`src/rtl/uart_cmd_arbiter_if.sv`:
```
// uart_cmd_arbiter_if
//   Bundles the two requester channels and the uart command/read-return
//   channel that the arbiter sits between.
//
//   Requester channel N (N = 0, 1):
//     reqN_valid / reqN_data   command offered by requester N
//     reqN_ready               command accepted this cycle
//     rspN_valid               one-cycle completion pulse
//     rspN_data                read data (0 for writes and errors)
//     rspN_err                 timeout flag, qualified by rspN_valid
//   Uart channel:
//     cmd_valid / cmd_data     command towards the uart
//     cmd_ready                uart idle / accepting
//     read_valid / read_data   uart read-data pulse
//
//   Modports:
//     slave  - the arbiter's view (serves requesters, drives the uart)
//     master - the environment's view (requesters plus the uart)
interface uart_cmd_arbiter_if #(
  parameter int CMD_ADDR_WIDTH = 7,
  parameter int CMD_DATA_WIDTH = 8,
  parameter int CMD_RW_FLAG    = 1,
  parameter int CMD_WIDTH      = CMD_ADDR_WIDTH + CMD_DATA_WIDTH + CMD_RW_FLAG
);

  logic                      req0_valid;
  logic [CMD_WIDTH-1:0]      req0_data;
  logic                      req0_ready;
  logic                      rsp0_valid;
  logic [CMD_DATA_WIDTH-1:0] rsp0_data;
  logic                      rsp0_err;

  logic                      req1_valid;
  logic [CMD_WIDTH-1:0]      req1_data;
  logic                      req1_ready;
  logic                      rsp1_valid;
  logic [CMD_DATA_WIDTH-1:0] rsp1_data;
  logic                      rsp1_err;

  logic                      cmd_valid;
  logic [CMD_WIDTH-1:0]      cmd_data;
  logic                      cmd_ready;
  logic                      read_valid;
  logic [CMD_DATA_WIDTH-1:0] read_data;

  modport slave (
    input  req0_valid, req0_data, req1_valid, req1_data,
    input  cmd_ready, read_valid, read_data,
    output req0_ready, rsp0_valid, rsp0_data, rsp0_err,
    output req1_ready, rsp1_valid, rsp1_data, rsp1_err,
    output cmd_valid, cmd_data
  );

  modport master (
    output req0_valid, req0_data, req1_valid, req1_data,
    output cmd_ready, read_valid, read_data,
    input  req0_ready, rsp0_valid, rsp0_data, rsp0_err,
    input  req1_ready, rsp1_valid, rsp1_data, rsp1_err,
    input  cmd_valid, cmd_data
  );

endinterface

```
`src/rtl/uart_cmd_arbiter.sv`:
```
// uart_cmd_arbiter
//   Two-requester round-robin arbiter in front of a single uart command
//   port. A grant is held for the whole uart transaction: for a write
//   until the uart has gone busy and returned idle, for a read until the
//   read data pulse arrives. The completion is routed back to the owner
//   as a registered one-cycle rsp pulse.
//
//   Ports:
//     clk    system clock
//     rst_n  asynchronous active-low reset
//     bus    uart_cmd_arbiter_if.slave (requester channels + uart channel)
//
//   Optional feature macro: UART_ARB_TIMEOUT_EN
//     defined   - a wait-state counter aborts a hung WAIT_WR/WAIT_RD after
//                 TIMEOUT_CYCLES clocks with rspN_err = 1
//     undefined - no counter, waits are unbounded, rspN_err is tied to 0
module uart_cmd_arbiter #(
  parameter int CMD_ADDR_WIDTH = 7,
  parameter int CMD_DATA_WIDTH = 8,
  parameter int CMD_RW_FLAG    = 1,
  parameter int CMD_WIDTH      = CMD_ADDR_WIDTH + CMD_DATA_WIDTH + CMD_RW_FLAG,
  parameter int TIMEOUT_CYCLES = 20000
) (
  input  logic               clk,
  input  logic               rst_n,
  uart_cmd_arbiter_if.slave  bus
);

  typedef enum logic [1:0] {
    IDLE    = 2'd0,
    ISSUE   = 2'd1,
    WAIT_WR = 2'd2,
    WAIT_RD = 2'd3
  } state_t;

  state_t                    state;
  state_t                    next_state;

  logic                      cmd_valid_q;
  logic [CMD_WIDTH-1:0]      cmd_data_q;
  logic                      owner;
  logic                      last_grant;
  logic                      busy_seen;

  logic                      rsp0_valid_q;
  logic [CMD_DATA_WIDTH-1:0] rsp0_data_q;
  logic                      rsp1_valid_q;
  logic [CMD_DATA_WIDTH-1:0] rsp1_data_q;

  logic                      sel0;
  logic                      sel1;
  logic                      accept;
  logic                      complete;
  logic                      timed_out;
  logic [CMD_DATA_WIDTH-1:0] done_data;

  // last_grant = 1 means requester 1 held the most recent grant, so a tie
  // goes to requester 0 (this is also the reset value).
  always_comb begin
    sel0       = 1'b0;
    sel1       = 1'b0;
    accept     = 1'b0;
    complete   = 1'b0;
    next_state = state;

    case (state)
      IDLE: begin
        if (bus.req0_valid && (!bus.req1_valid || last_grant)) begin
          sel0 = 1'b1;
        end else if (bus.req1_valid) begin
          sel1 = 1'b1;
        end
        if (sel0 || sel1) begin
          next_state = ISSUE;
        end
      end
      ISSUE: begin
        if (cmd_valid_q && bus.cmd_ready) begin
          accept     = 1'b1;
          next_state = cmd_data_q[CMD_WIDTH-1] ? WAIT_WR : WAIT_RD;
        end
      end
      WAIT_WR: begin
        // The write is only done once the uart has been seen busy and
        // then idle again, i.e. the serial frame has actually gone out.
        if (bus.cmd_ready && busy_seen) begin
          complete = 1'b1;
        end
      end
      WAIT_RD: begin
        if (bus.read_valid) begin
          complete = 1'b1;
        end
      end
      default: next_state = IDLE;
    endcase

    if (complete || timed_out) begin
      next_state = IDLE;
    end
  end

  // Read data only travels back for a real read completion; writes and
  // timeouts report zero.
  assign done_data = (state == WAIT_RD && complete) ? bus.read_data
                                                    : '0;

  // The ready strobes are combinational but forced low while reset is held
  // so nothing looks accepted during reset.
  assign bus.req0_ready = rst_n & sel0;
  assign bus.req1_ready = rst_n & sel1;

  assign bus.cmd_valid  = cmd_valid_q;
  assign bus.cmd_data   = cmd_data_q;
  assign bus.rsp0_valid = rsp0_valid_q;
  assign bus.rsp0_data  = rsp0_data_q;
  assign bus.rsp1_valid = rsp1_valid_q;
  assign bus.rsp1_data  = rsp1_data_q;

  // FSM state register.
  always_ff @(posedge clk or negedge rst_n) begin
    if (!rst_n) begin
      state <= IDLE;
    end else begin
      state <= next_state;
    end
  end

  // Grant bookkeeping and the registered uart command.
  always_ff @(posedge clk or negedge rst_n) begin
    if (!rst_n) begin
      cmd_valid_q <= 1'b0;
      cmd_data_q  <= '0;
      owner       <= 1'b0;
      last_grant  <= 1'b1;
      busy_seen   <= 1'b0;
    end else begin
      if (sel0 || sel1) begin
        cmd_valid_q <= 1'b1;
        cmd_data_q  <= sel0 ? bus.req0_data : bus.req1_data;
        owner       <= sel1;
        last_grant  <= sel1;
      end
      if (accept) begin
        cmd_valid_q <= 1'b0;
        busy_seen   <= 1'b0;
      end else if (state == WAIT_WR && !bus.cmd_ready) begin
        busy_seen   <= 1'b1;
      end
    end
  end

  // Registered completion pulses; only the owner's port ever fires, so
  // both ports can never pulse together.
  always_ff @(posedge clk or negedge rst_n) begin
    if (!rst_n) begin
      rsp0_valid_q <= 1'b0;
      rsp0_data_q  <= '0;
      rsp1_valid_q <= 1'b0;
      rsp1_data_q  <= '0;
    end else begin
      rsp0_valid_q <= 1'b0;
      rsp0_data_q  <= '0;
      rsp1_valid_q <= 1'b0;
      rsp1_data_q  <= '0;
      if (complete || timed_out) begin
        if (owner) begin
          rsp1_valid_q <= 1'b1;
          rsp1_data_q  <= done_data;
        end else begin
          rsp0_valid_q <= 1'b1;
          rsp0_data_q  <= done_data;
        end
      end
    end
  end

`ifdef UART_ARB_TIMEOUT_EN
  localparam int TMO_W = $clog2(TIMEOUT_CYCLES + 1);
  localparam logic [TMO_W-1:0] TMO_LAST = TMO_W'(TIMEOUT_CYCLES - 1);

  logic [TMO_W-1:0] tmo_cnt;
  logic             rsp0_err_q;
  logic             rsp1_err_q;
  logic             in_wait;

  assign in_wait = (state == WAIT_WR) || (state == WAIT_RD);

  // The counter is zero in the first wait cycle, so firing on TMO_LAST
  // puts the error pulse exactly TIMEOUT_CYCLES cycles after entering the
  // wait state. A real completion in the same cycle takes precedence.
  assign timed_out = in_wait && !complete && (tmo_cnt == TMO_LAST);

  // Wait-state counter, restarted whenever a command is accepted.
  always_ff @(posedge clk or negedge rst_n) begin
    if (!rst_n) begin
      tmo_cnt <= '0;
    end else if (accept) begin
      tmo_cnt <= '0;
    end else if (in_wait) begin
      tmo_cnt <= tmo_cnt + 1'b1;
    end
  end

  // Error flags travel with the owner's rsp pulse.
  always_ff @(posedge clk or negedge rst_n) begin
    if (!rst_n) begin
      rsp0_err_q <= 1'b0;
      rsp1_err_q <= 1'b0;
    end else begin
      rsp0_err_q <= timed_out && !owner;
      rsp1_err_q <= timed_out && owner;
    end
  end

  assign bus.rsp0_err = rsp0_err_q;
  assign bus.rsp1_err = rsp1_err_q;
`else
  assign timed_out    = 1'b0;
  assign bus.rsp0_err = 1'b0;
  assign bus.rsp1_err = 1'b0;
`endif

endmodule

```
`src/flat_wrapper.sv`:
```
// flat-port wrapper written by rule: the top's interface ports become plain ports
module uart_cmd_arbiter_flat 
#(
  parameter int CMD_ADDR_WIDTH = 7,
  parameter int CMD_DATA_WIDTH = 8,
  parameter int CMD_RW_FLAG    = 1,
  parameter int CMD_WIDTH      = CMD_ADDR_WIDTH + CMD_DATA_WIDTH + CMD_RW_FLAG,
  parameter int TIMEOUT_CYCLES = 20000
)
  (clk, rst_n, bus_req0_valid, bus_req0_data, bus_req1_valid, bus_req1_data, bus_cmd_ready, bus_read_valid, bus_read_data, bus_req0_ready, bus_rsp0_valid, bus_rsp0_data, bus_rsp0_err, bus_req1_ready, bus_rsp1_valid, bus_rsp1_data, bus_rsp1_err, bus_cmd_valid, bus_cmd_data);
  uart_cmd_arbiter_if #(.CMD_ADDR_WIDTH(CMD_ADDR_WIDTH), .CMD_DATA_WIDTH(CMD_DATA_WIDTH), .CMD_RW_FLAG(CMD_RW_FLAG), .CMD_WIDTH(CMD_WIDTH)) bus_i ();
  input  logic clk;
  input  logic rst_n;
  input wire logic [$bits(bus_i.req0_valid)-1:0] bus_req0_valid;
  input wire logic [$bits(bus_i.req0_data)-1:0] bus_req0_data;
  input wire logic [$bits(bus_i.req1_valid)-1:0] bus_req1_valid;
  input wire logic [$bits(bus_i.req1_data)-1:0] bus_req1_data;
  input wire logic [$bits(bus_i.cmd_ready)-1:0] bus_cmd_ready;
  input wire logic [$bits(bus_i.read_valid)-1:0] bus_read_valid;
  input wire logic [$bits(bus_i.read_data)-1:0] bus_read_data;
  output wire logic [$bits(bus_i.req0_ready)-1:0] bus_req0_ready;
  output wire logic [$bits(bus_i.rsp0_valid)-1:0] bus_rsp0_valid;
  output wire logic [$bits(bus_i.rsp0_data)-1:0] bus_rsp0_data;
  output wire logic [$bits(bus_i.rsp0_err)-1:0] bus_rsp0_err;
  output wire logic [$bits(bus_i.req1_ready)-1:0] bus_req1_ready;
  output wire logic [$bits(bus_i.rsp1_valid)-1:0] bus_rsp1_valid;
  output wire logic [$bits(bus_i.rsp1_data)-1:0] bus_rsp1_data;
  output wire logic [$bits(bus_i.rsp1_err)-1:0] bus_rsp1_err;
  output wire logic [$bits(bus_i.cmd_valid)-1:0] bus_cmd_valid;
  output wire logic [$bits(bus_i.cmd_data)-1:0] bus_cmd_data;
  assign bus_i.req0_valid = bus_req0_valid;
  assign bus_i.req0_data = bus_req0_data;
  assign bus_i.req1_valid = bus_req1_valid;
  assign bus_i.req1_data = bus_req1_data;
  assign bus_i.cmd_ready = bus_cmd_ready;
  assign bus_i.read_valid = bus_read_valid;
  assign bus_i.read_data = bus_read_data;
  assign bus_req0_ready = bus_i.req0_ready;
  assign bus_rsp0_valid = bus_i.rsp0_valid;
  assign bus_rsp0_data = bus_i.rsp0_data;
  assign bus_rsp0_err = bus_i.rsp0_err;
  assign bus_req1_ready = bus_i.req1_ready;
  assign bus_rsp1_valid = bus_i.rsp1_valid;
  assign bus_rsp1_data = bus_i.rsp1_data;
  assign bus_rsp1_err = bus_i.rsp1_err;
  assign bus_cmd_valid = bus_i.cmd_valid;
  assign bus_cmd_data = bus_i.cmd_data;
  uart_cmd_arbiter #(.CMD_ADDR_WIDTH(CMD_ADDR_WIDTH), .CMD_DATA_WIDTH(CMD_DATA_WIDTH), .CMD_RW_FLAG(CMD_RW_FLAG), .CMD_WIDTH(CMD_WIDTH), .TIMEOUT_CYCLES(TIMEOUT_CYCLES)) u_core (.clk(clk), .rst_n(rst_n), .bus(bus_i));
endmodule
```
`config.mk`:
```
export PLATFORM = sky130hd
export DESIGN_NAME = uart_cmd_arbiter_flat
export DESIGN_NICKNAME = d
export VERILOG_FILES = /design/src/rtl/uart_cmd_arbiter_if.sv /design/src/rtl/uart_cmd_arbiter.sv /design/src/flat_wrapper.sv
export SDC_FILE = /design/constraint.sdc
export NUM_CORES = 1
export LEC_CHECK = 0
export ABC_CLOCK_PERIOD_IN_PS = 1600
export CORE_ASPECT_RATIO = 1.1
export CORE_UTILIZATION = 41
export DETAILED_ROUTE_END_ITERATION = 6
export PLACE_DENSITY_LB_ADDON = 0.2
export SYNTH_ARGS = -nofsm -noshare
export SYNTH_HDL_FRONTEND = slang
export SYNTH_SLANG_ARGS = --single-unit
```
`constraint.sdc`:
```
create_clock -name clk -period 1.6 [get_ports clk]
set_input_delay 0.16 -clock clk [delete_from_list [all_inputs] [get_ports clk]]
set_output_delay 0.16 -clock clk [all_outputs]
set_load 0.03 [all_outputs]
```
After elaboration in Yosys (flattened, before gate mapping)
Cells that the tools add are included.
{"block": "op_classes", "reduce_logical": 15, "muxes": 31, "bitwise_logic": 2, "n_eq_ne": 5}
{"cell": "$mux 8", "n": 5}
{"cell": "$mux 1", "n": 20}
{"cell": "$mux 16", "n": 1}
{"cell": "$mux 2", "n": 3}
{"cell": "$ne 3x1->1 const B", "n": 2}
{"cell": "$logic_and 1x1->1", "n": 5}
{"cell": "$eq 2x2->1 const B", "n": 2}
{"cell": "$pmux 2 s2", "n": 1}
{"cell": "$reduce_bool 2->1", "n": 2}
{"cell": "$logic_or 1x1->1", "n": 3}
{"cell": "$reduce_and 3->1", "n": 1}
{"cell": "$reduce_bool 3->1", "n": 1}
{"cell": "$and 1x1->1", "n": 2}
{"cell": "$eq 2x1->1 const B", "n": 1}
{"cell": "$logic_not 1->1", "n": 2}
{"cell": "$logic_not 2->1", "n": 1}
{"cell": "$pmux 1 s2", "n": 1}
{"block": "word_totals", "elab_cells": 63, "inputBits": 46, "output_inout_bits": 39, "regBits": 40}

Longest topological paths before layout
Gate-level depths: netlist of run 1.
{"block": "depth", "depth_word": 9, "depth_mapped": 6, "depth_no_buf": 3}

Worst setup path before layout of run 1
OpenSTA, ideal clock, no wires.
{"block": "synth_path", "path_type": "register to output", "startpoint": "register u_core.last_grant", "endpoint": "output bus_req0_ready", "t_required_ps": 1440, "arrival_ps": 1437, "stages_incl_launch_ff": 7, "slack_ps": 3, "path_buffers": 3, "path_cell_list": "dfstp_2 nand2b_1 buf_6 and3_4 buf_6 buf_6 and2_1"}
{"block": "synth_via", "elab_chain_cells": 6}
{"element": "start, declared", "line": "uart_cmd_arbiter.sv:42", "text": "logic last_grant;"}
{"element": "start signal, assigned", "line": "uart_cmd_arbiter.sv:142", "text": "last_grant <= sel1;"}
{"element": "$logic_or 1x1->1", "line": "uart_cmd_arbiter.sv:68", "text": "if (bus.req0_valid && (!bus.req1_valid || last_grant)) begin"}
{"element": "$logic_and 1x1->1", "line": "uart_cmd_arbiter.sv:68"}
{"element": "$mux 1", "line": "uart_cmd_arbiter.sv:68"}
{"element": "$mux 1 (2 in series)", "line": "uart_cmd_arbiter.sv:66", "text": "case (state)"}
{"element": "$and 1x1->1", "line": "uart_cmd_arbiter.sv:110", "text": "assign bus.req0_ready = rst_n & sel0;"}
{"element": "end, declared", "line": "flat_wrapper.sv:21", "text": "output wire logic [$bits(bus_i.req0_ready)-1:0] bus_req0_ready;"}
Every way passes these cells. The select of a mux whose other input is x is not followed.

Worst setup path in the final report of run 1
Ends and elaborated chain as after synthesis.

==> results.yml, run 1 <==
status:
  status: "finished, final reports clean"
finish:
  n_antenna_cell: 0
  design_area_um2: 2830
  area_delta_synth_final_pct: 57.5
  drive_gt1_share_pct: 11.8
  n_fill_cell: 334
  utilization_pct: 69.3
  final_net_count: 308
detailed_routing:
  wl_um: 4560
  dr.first_iter.drc_count: 108
  remaining_drc_errors: 0
  num_vias: 1657
  antenna_left: 0
  viasPerCell: 5.26
  drt_pass1_iterations: 4
  post_drt_wl_per_cell_um: 14.5
global_route:
  grt_use_total_pct: 21.1
  antenna_found_initial: 0
  grt_pass1_wl_um: 7510
  grt_overflow: 0
  grt_max_degree: 33
  grt_pass1_vias: 1681
worst_setup_path:
  r2r_setup_slack_ns: 0.19
  required_ns: 1.44
  r2r-start: "u_core.state[0]"
  r2r_end: "u_core.bus.cmd_data[10]"
  critPathCaptureType: "primary output"
  ff2ff_path_depth: 3
  critical_path_arrival_ns: 1.42
  worstSetupPathType: "flop to primary output"
  crit_fanout: 2
  start_kind: "flop"
floorplan:
  core_area_um2: 4080
  fp.dieW_um: 65.1
  num_io_pins: 85
  initial_core_util_pct: 44.0
  dieArea_um2: 4650
  die_height_um: 71.4
  rows: 24
clocking:
  cts_sinks: 40
  root_buffer: "clkbuf_8"
  clk_pin_slew_worst_paths_ns: 0.08
  htreeDepth: 2
  insertion_delay_ns: 0.29
  cts_buffers: 5
  cts_tree: "yes"
  cts_max_path_buffers: 2
sta:
  finalSetupViolCount: 0
  hold_viol: 0
  whs_ns: 0.282
  rsz0062_at_grt: "true"
  min_period_ns: 1.58
  finalSetupTns_ns: 0
  slew_viol_final: 0
  fmax_mhz: 633
  skew_ns: 0.00368
  finalCritPeriodShare_pct: 98.7
hold_path:
  hold_path.class: "input port to async pin"
yosys:
  synth_seq_cells: 40
  netlist_instances: 173
  syn_avg_cell_area_um2: 10.4
  synth_cell_types: 30
  yosysSeqAreaShare_pct: 55.8
  yosysWarnings: 0
  synthesis.area_um2: 1800
power:
  power_density_nw_per_um2: 1540
  p_leak_nw: 1.25
  vdd_ir_drop_max_mv: 0.896
placement:
  placed_cell_area_um2: 2670
  gp_congestion: 0.790
  dp_hpwl_um: 3260
  port_buffers: 82
job:
  max_cap_violations: 0
==> placed cells by master (no fill, tap or decap), types with 2 or more instances in the layout <==
master	Yosys	final
clkdlybuf4s50_1	0	78
o21ai_0	21	21
o311ai_1	9	9
conb_1	1	2
clkbuf_8	0	5
dfrtp_1	39	39
nor2_1	3	3
and4_1	2	2
and2_1	17	17
buf_4	2	15
and3b_1	2	2
inv_1	17	17
nand4_1	16	16
o311ai_0	7	7
a21oi_1	2	2
nand2_1	7	7
==> through the flow <==
step                cells  total power [mW]  worst slack (ns)
floorplan             174              2.66           0.00293
global placement      304              3.46            0.0795
detailed placement    304              3.49            0.0195
CTS                   315              4.36            0.0113
global route          315              4.61           -0.0245
finish                315              4.36            0.0206
==> flip-flops by register name, indices dropped and copies added (netlist names), 2 cells and up <==
name / count
u_core.bus.cmd_data: 16
u_core.bus.rsp0_data: 8
u_core.bus.rsp1_data: 8
u_core.state: 2
==> power breakdown <==
part	switching [mW]	total, mW	internal [mW]
Combinational	1.13	2.02	0.895
Sequential	0.201	1.52	1.32
Clock	0.356	0.817	0.461
==> worst max path at each step <==
stage,startpoint,endpoint,slack (ns),depth (start not counted)
2_1_floorplan,u_core.last_grant,bus_req0_ready,0.003,6
3_3_place_gp,bus_req0_valid,bus_req0_ready,0.08,4
3_5_place_dp,bus_req1_valid,u_core.bus.cmd_data[10],0.02,4
4_1_cts,u_core.last_grant,bus_req0_ready,0.01,4
5_1_grt,u_core.last_grant,bus_req0_ready,-0.02,4
6_report,u_core.last_grant,bus_req0_ready,0.02,4
==> logic make-up after synthesis <==
| logic type | synth area share (%) |
|---|---|
| AO/OA/AOI/OAI | 15.9 |
| buffers and inverters | 8.77 |
| flip-flops | 55.8 |
| other | 0.209 |
| AND/OR/NAND/NOR | 19.4 |
==> critical path, cell delays in order (launching register included) <==
cell and delay, ns:
dfstp_2 0.55, nand2b_4 0.12, and3_4 0.19, and2_1 0.14, buf_6 0.13
==> synthesized netlist by cell type <==
cell type / instances / area (um2)
o311ai_0: 7 / 61.3
a21boi_0: 1 / 7.51
and3_4: 1 / 11.3
nand4_1: 16 / 100
and3_1: 1 / 6.26
nor2b_1: 1 / 6.26
buf_2: 3 / 15.0
nand3b_1: 1 / 7.51
nor2_2: 1 / 6.26
or2_1: 1 / 6.26
o221a_2: 1 / 11.3
o311ai_1: 9 / 78.8
clkbuf_1: 8 / 30.0
dfrtp_1: 39 / 976
and4_1: 2 / 17.5
and2_1: 17 / 106
o21ai_0: 21 / 105
conb_1: 1 / 3.75
inv_1: 17 / 63.8
and3b_1: 2 / 17.5
o21ai_1: 1 / 5.00
nand2b_1: 2 / 12.5
a21oi_1: 2 / 10.0
buf_6: 3 / 33.8
nor2_1: 3 / 11.3
buf_4: 2 / 15.0
nor3b_2: 1 / 12.5
dfstp_2: 1 / 26.3
a31oi_1: 1 / 6.26
nand2_1: 7 / 26.3
==> area by class of cell <==
| type | count | area, um2 | share of cell area (%) |
|---|---|---|---|
| sequential | 40 | 1000 | 35.4 |
| timing repair buffer | 97 | 935 | 33.0 |
| multi-input combinational | 101 | 653 | 23.1 |
| clock buffer | 5 | 68.8 | 2.43 |
| tap | 52 | 65.1 | 2.30 |
| inverter | 17 | 63.8 | 2.25 |
| clock inverter | 3 | 42.5 | 1.50 |
==> metal layers <==
metal  share of wire [%]  track usage, %  vias up
met5                   0               0        -
met4                0.88            6.04        0
met3                 7.2            4.46        5
met2                  51            36.1       78
met1                  41            26.8      787
li1                    -               -      787
==> timing repair <==
item                                    in CTS  in global routing
resized for setup                            2                  3
pin swaps                                    1                  0
setup buffers                                2                  0
endpoints found under the hold margin        8                  0
hold buffers                                 1                  0
endpoints found under the setup margin       1                  3
No activity file was read; power rests on OpenSTA's default activity.
==> run 2: changes to the inputs <==
- CAP_MARGIN: not set -> 5
- CORE_ASPECT_RATIO: 1.1 -> 1.2
==> results.yml, run 2 (same netlist as run 1, synthesis figures left out) <==
floorplan:
  core_area_um2: 4230
  dieArea_um2: 4650
  die_height_um: 74.5
  initial_core_util_pct: 42.5
  rows: 26
  num_io_pins: 85
  fp.dieW_um: 62.4
hold_path:
  hold_path.class: "input port to async pin"
placement:
  port_buffers: 82
  dp_hpwl_um: 3160
  dp_slack_ns: 0.0905
  gp_congestion: 0.751
sta:
  min_period_ns: 1.55
  hold_viol: 0
  fmax_mhz: 646
  skew_ns: 0.00579
  finalCritPeriodShare_pct: 96.8
  finalSetupViolCount: 0
  slew_viol_final: 0
  fin_ws_ns: 0.0512
job:
  max_cap_violations: 0
clocking:
  root_buffer: "clkbuf_8"
  cts_sinks: 40
  cts_max_path_buffers: 2
  cts_buffers: 5
  cts_tree: "yes"
  insertion_delay_ns: 0.28
  clk_pin_slew_worst_paths_ns: 0.07
  htreeDepth: 2
worst_setup_path:
  r2r_setup_slack_ns: 0.21
  critPathCaptureType: "primary output"
  crit_fanout: 3
  start_kind: "flop"
  critical_path_arrival_ns: 1.39
  ff2ff_path_depth: 4
  required_ns: 1.44
  worstSetupPathType: "flop to primary output"
detailed_routing:
  viasPerCell: 5.11
  post_drt_wl_per_cell_um: 13.6
  remaining_drc_errors: 0
  num_vias: 1651
  drt_pass1_iterations: 4
  dr.first_iter.drc_count: 47
  antenna_left: 0
  wl_um: 4400
global_route:
  grt_pass1_wl_um: 6830
  grt_use_total_pct: 18.9
  antenna_found_initial: 0
  grtUsageMet1_pct: 21.8
  gr-usage-met2_pct: 34.4
  grt_max_degree: 22
  gr-usage-met3_pct: 3.83
  grt_overflow: 0
  grt_pass1_vias: 1536
  grt.busiest_layer: "met2"
finish:
  final_net_count: 312
  utilization_pct: 67.8
  n_fill_cell: 358
  n_antenna_cell: 0
  area_delta_synth_final_pct: 59.5
  drive_gt1_share_pct: 13.1
  largest_reg_flops: 16
  final_common_cell: "clkdlybuf4s50_1"
  layout_common_cells: "clkdlybuf4s50_1 (79), dfrtp_1 (39), o21ai_0 (21)"
power:
  power_density_nw_per_um2: 1530
  totalPowerFinal_mw: 4.39
  p_leak_nw: 1.26
  vdd_ir_drop_max_mv: 0.900
status:
  status: "finished, final reports clean"
[run 2: final cells by class]
cell class / count / area [um2] / area share (%)
Tap cell: 56 / 70.1 / 2.44
Sequential cell: 40 / 1000 / 35.0
Multi-Input combinational cell: 101 / 656 / 22.9
Timing Repair Buffer: 101 / 967 / 33.7
Clock inverter: 2 / 35.0 / 1.22
Clock buffer: 6 / 72.6 / 2.53
Inverter: 17 / 63.8 / 2.23
[run 2: final timing paths]
check | from | end
setup / recovery | u_core.last_grant | bus_req0_ready
hold / removal | rst_n | u_core.bus.cmd_data[11]
setup reg to reg | u_core.last_grant | u_core.bus.cmd_data[12]
hold reg to reg | u_core.bus.cmd_data[2] | u_core.bus.cmd_data[2]
max in group asynchronous | rst_n | u_core.bus.rsp0_data[1]
min in group clk | bus_req1_data[6] | u_core.bus.cmd_data[6]
[run 2: power by group]
part | internal (mW) | switching [mW] | leakage [nW] | total [mW]
Clock | 0.462 | 0.317 | 0.0552 | 0.779
Sequential | 1.32 | 0.191 | 0.517 | 1.51
Combinational | 0.949 | 1.15 | 0.685 | 2.10
Total | 2.73 | 1.66 | 1.26 | 4.39
[run 2: metrics by stage]
stage	TNS, ns	hold slack [ns]	instances	area, um2
after floorplan	0	-0.136	174	1800
after global placement	0	0.0183	310	2690
after detailed placement	0	0.0212	310	2690
after CTS	0	0.273	320	2830
after global routing	-0.00202	0.291	323	2870
final	0	0.272	323	2870
[run 2: metal layers]
metal / share of wire [%] / routed length [um] / vias to the layer above
met5: 0 / 0 / -
met2: 52 / 2270 / 78
met4: 2.0 / 87 / 0
met3: 5.8 / 253 / 10
li1: - / - / 793
met1: 41 / 1790 / 770
[run 2: critical path: stages, from the launching register on]
cell and delay, ns:
dfstp_2 0.55, nand2b_4 0.12, and3_4 0.18, and2_4 0.14, buf_6 0.12
[run 2: repair_timing]
action / 4_1_cts / 5_1_grt
pin swaps: 1 / 1
hold buffers: 1 / 0
endpoints found under the hold margin: 10 / 0
resized for setup: 2 / 4
buffers inserted: 1 / 3
setup endpoints to repair: 2 / 2
==> run 3: changes to the inputs <==
- CORE_MARGIN: not set -> 2
- SETUP_SLACK_MARGIN: not set -> 0.15
==> results.yml, run 3 (same netlist as run 1, synthesis figures left out) <==
floorplan:
  fp.dieW_um: 64.4
  dieArea_um2: 4930
  initial_core_util_pct: 42.5
  die_height_um: 76.5
  num_io_pins: 85
  core_area_um2: 4230
  rows: 26
sta:
  hold_viol: 0
  fin_ws_ns: 0.0607
  fmax_mhz: 650
  finalCritPeriodShare_pct: 96.2
  whs_ns: 0.0113
  skew_ns: 0.00685
  finalSetupTns_ns: 0
  slew_viol_final: 0
  finalSetupViolCount: 0
  min_period_ns: 1.54
  rsz0062_at_grt: "true"
placement:
  port_buffers: 82
  placed_cell_area_um2: 2700
  dp_hpwl_um: 3440
  dp_slack_ns: -0.0222
  placed_cells: 309
  gp_congestion: 0.819
finish:
  drive_gt1_share_pct: 15.2
  utilization_pct: 68.8
  final_net_count: 314
  n_antenna_cell: 0
  final_common_cell: "clkdlybuf4s50_1"
  n_fill_cell: 348
  regArea_um2: 1000
  largest_reg_flops: 16
  multi_input_area_um2: 668
  area_delta_synth_final_pct: 62.0
  final_cells: 325
  design_area_um2: 2910
  layout_common_cells: "clkdlybuf4s50_1 (44), dfrtp_1 (39), o21ai_0 (20), dlygate4sd2_1 (20), buf_4 (19)"
worst_setup_path:
  crit_buf_inv: 1
  critPathCaptureType: "primary output"
  required_ns: 1.44
  critical_path_arrival_ns: 1.38
  cp_top_family: "flip-flops"
  start_kind: "flop"
  slowest_delay_ns: 0.54
  worstSetupPathType: "flop to primary output"
  crit_fanout: 2
  cp_slowest_cell: "dfstp_2"
  path_cells: "nand2b_4, and3_4, and2_4, buf_6"
power:
  vdd_ir_drop_max_mv: 0.771
  totalPowerFinal_mw: 4.35
  p_leak_nw: 1.60
  power_density_nw_per_um2: 1490
global_route:
  grt_overflow: 0
  grt_pass1_vias: 1652
  antenna_found_initial: 0
  grt_max_degree: 40
  grt_use_total_pct: 20.7
  grt_pass1_wl_um: 7900
detailed_routing:
  viasPerCell: 5.16
  drt_pass1_iterations: 4
  antenna_left: 0
  wl_um: 4880
  dr.first_iter.drc_count: 62
  num_vias: 1678
  post_drt_wl_per_cell_um: 15.0
  remaining_drc_errors: 0
job:
  max_cap_violations: 0
hold_path:
  hold_path.class: "input port to async pin"
clocking:
  cts_buffers: 5
  cts_sinks: 40
  htreeDepth: 2
  cts_tree: "yes"
  insertion_delay_ns: 0.29
  root_buffer: "clkbuf_8"
  clk_pin_slew_worst_paths_ns: 0.08
  cts_max_path_buffers: 2
status:
  status: "finished, final reports clean"
==> run 3: path summary, 6_finish.rpt <==
| kind | start | end | slack [ns] | cells past startpoint |
|---|---|---|---|---|
| setup / recovery | u_core.last_grant | bus_req0_ready | 0.06 | 4 |
| hold / removal | rst_n | u_core.state[0] | 0.01 | 2 |
| setup reg to reg | u_core.state[0] | u_core.bus.cmd_data[0] | 0.22 | 4 |
| hold reg to reg | u_core.bus.cmd_data[2] | u_core.bus.cmd_data[2] | 0.52 | 2 |
| max in group asynchronous | rst_n | u_core.last_grant | 1.09 | 2 |
| min in group clk | bus_read_data[6] | u_core.bus.rsp0_data[6] | 0.45 | 2 |
==> run 3: metal layers <==
layer / up-vias / share of wire (%) / wire length, um / global-route usage (%)
met3: 14 / 7.8 / 381 / 4.28
li1: 802 / - / - / -
met5: - / 0 / 0 / 0
met4: 0 / 3.1 / 151 / 8.30
met2: 83 / 51 / 2500 / 35.3
met1: 779 / 38 / 1840 / 25.4
==> run 3: timing repair <==
item,in CTS,in global routing
hold endpoints to repair,1,0
resized for setup,25,21
hold buffers,1,0
endpoints found under the setup margin,23,28
setup buffers,5,2
pin swaps,1,3
==> run 3: report_power, final <==
part / switching, mW / internal (mW) / total (mW)
Sequential: 0.193 / 1.32 / 1.51
Clock: 0.351 / 0.461 / 0.812
Combinational: 1.18 / 0.847 / 2.03
Total: 1.72 / 2.63 / 4.35
==> run 3: final cells by class <==
cell class,instances,area share [%]
Clock buffer,5,2.36
Clock inverter,3,1.46
Inverter,17,2.19
Multi-Input combinational cell,101,23.0
Sequential cell,40,34.4
Tap cell,56,2.41
Timing Repair Buffer,103,34.2
==> run 3: worst register-to-register path: stages (launching register included) <==
cell and delay [ns]:
dfrtp_1 0.42, buf_4 0.15, or2_4 0.31, o21ai_0 0.20, o311ai_0 0.15
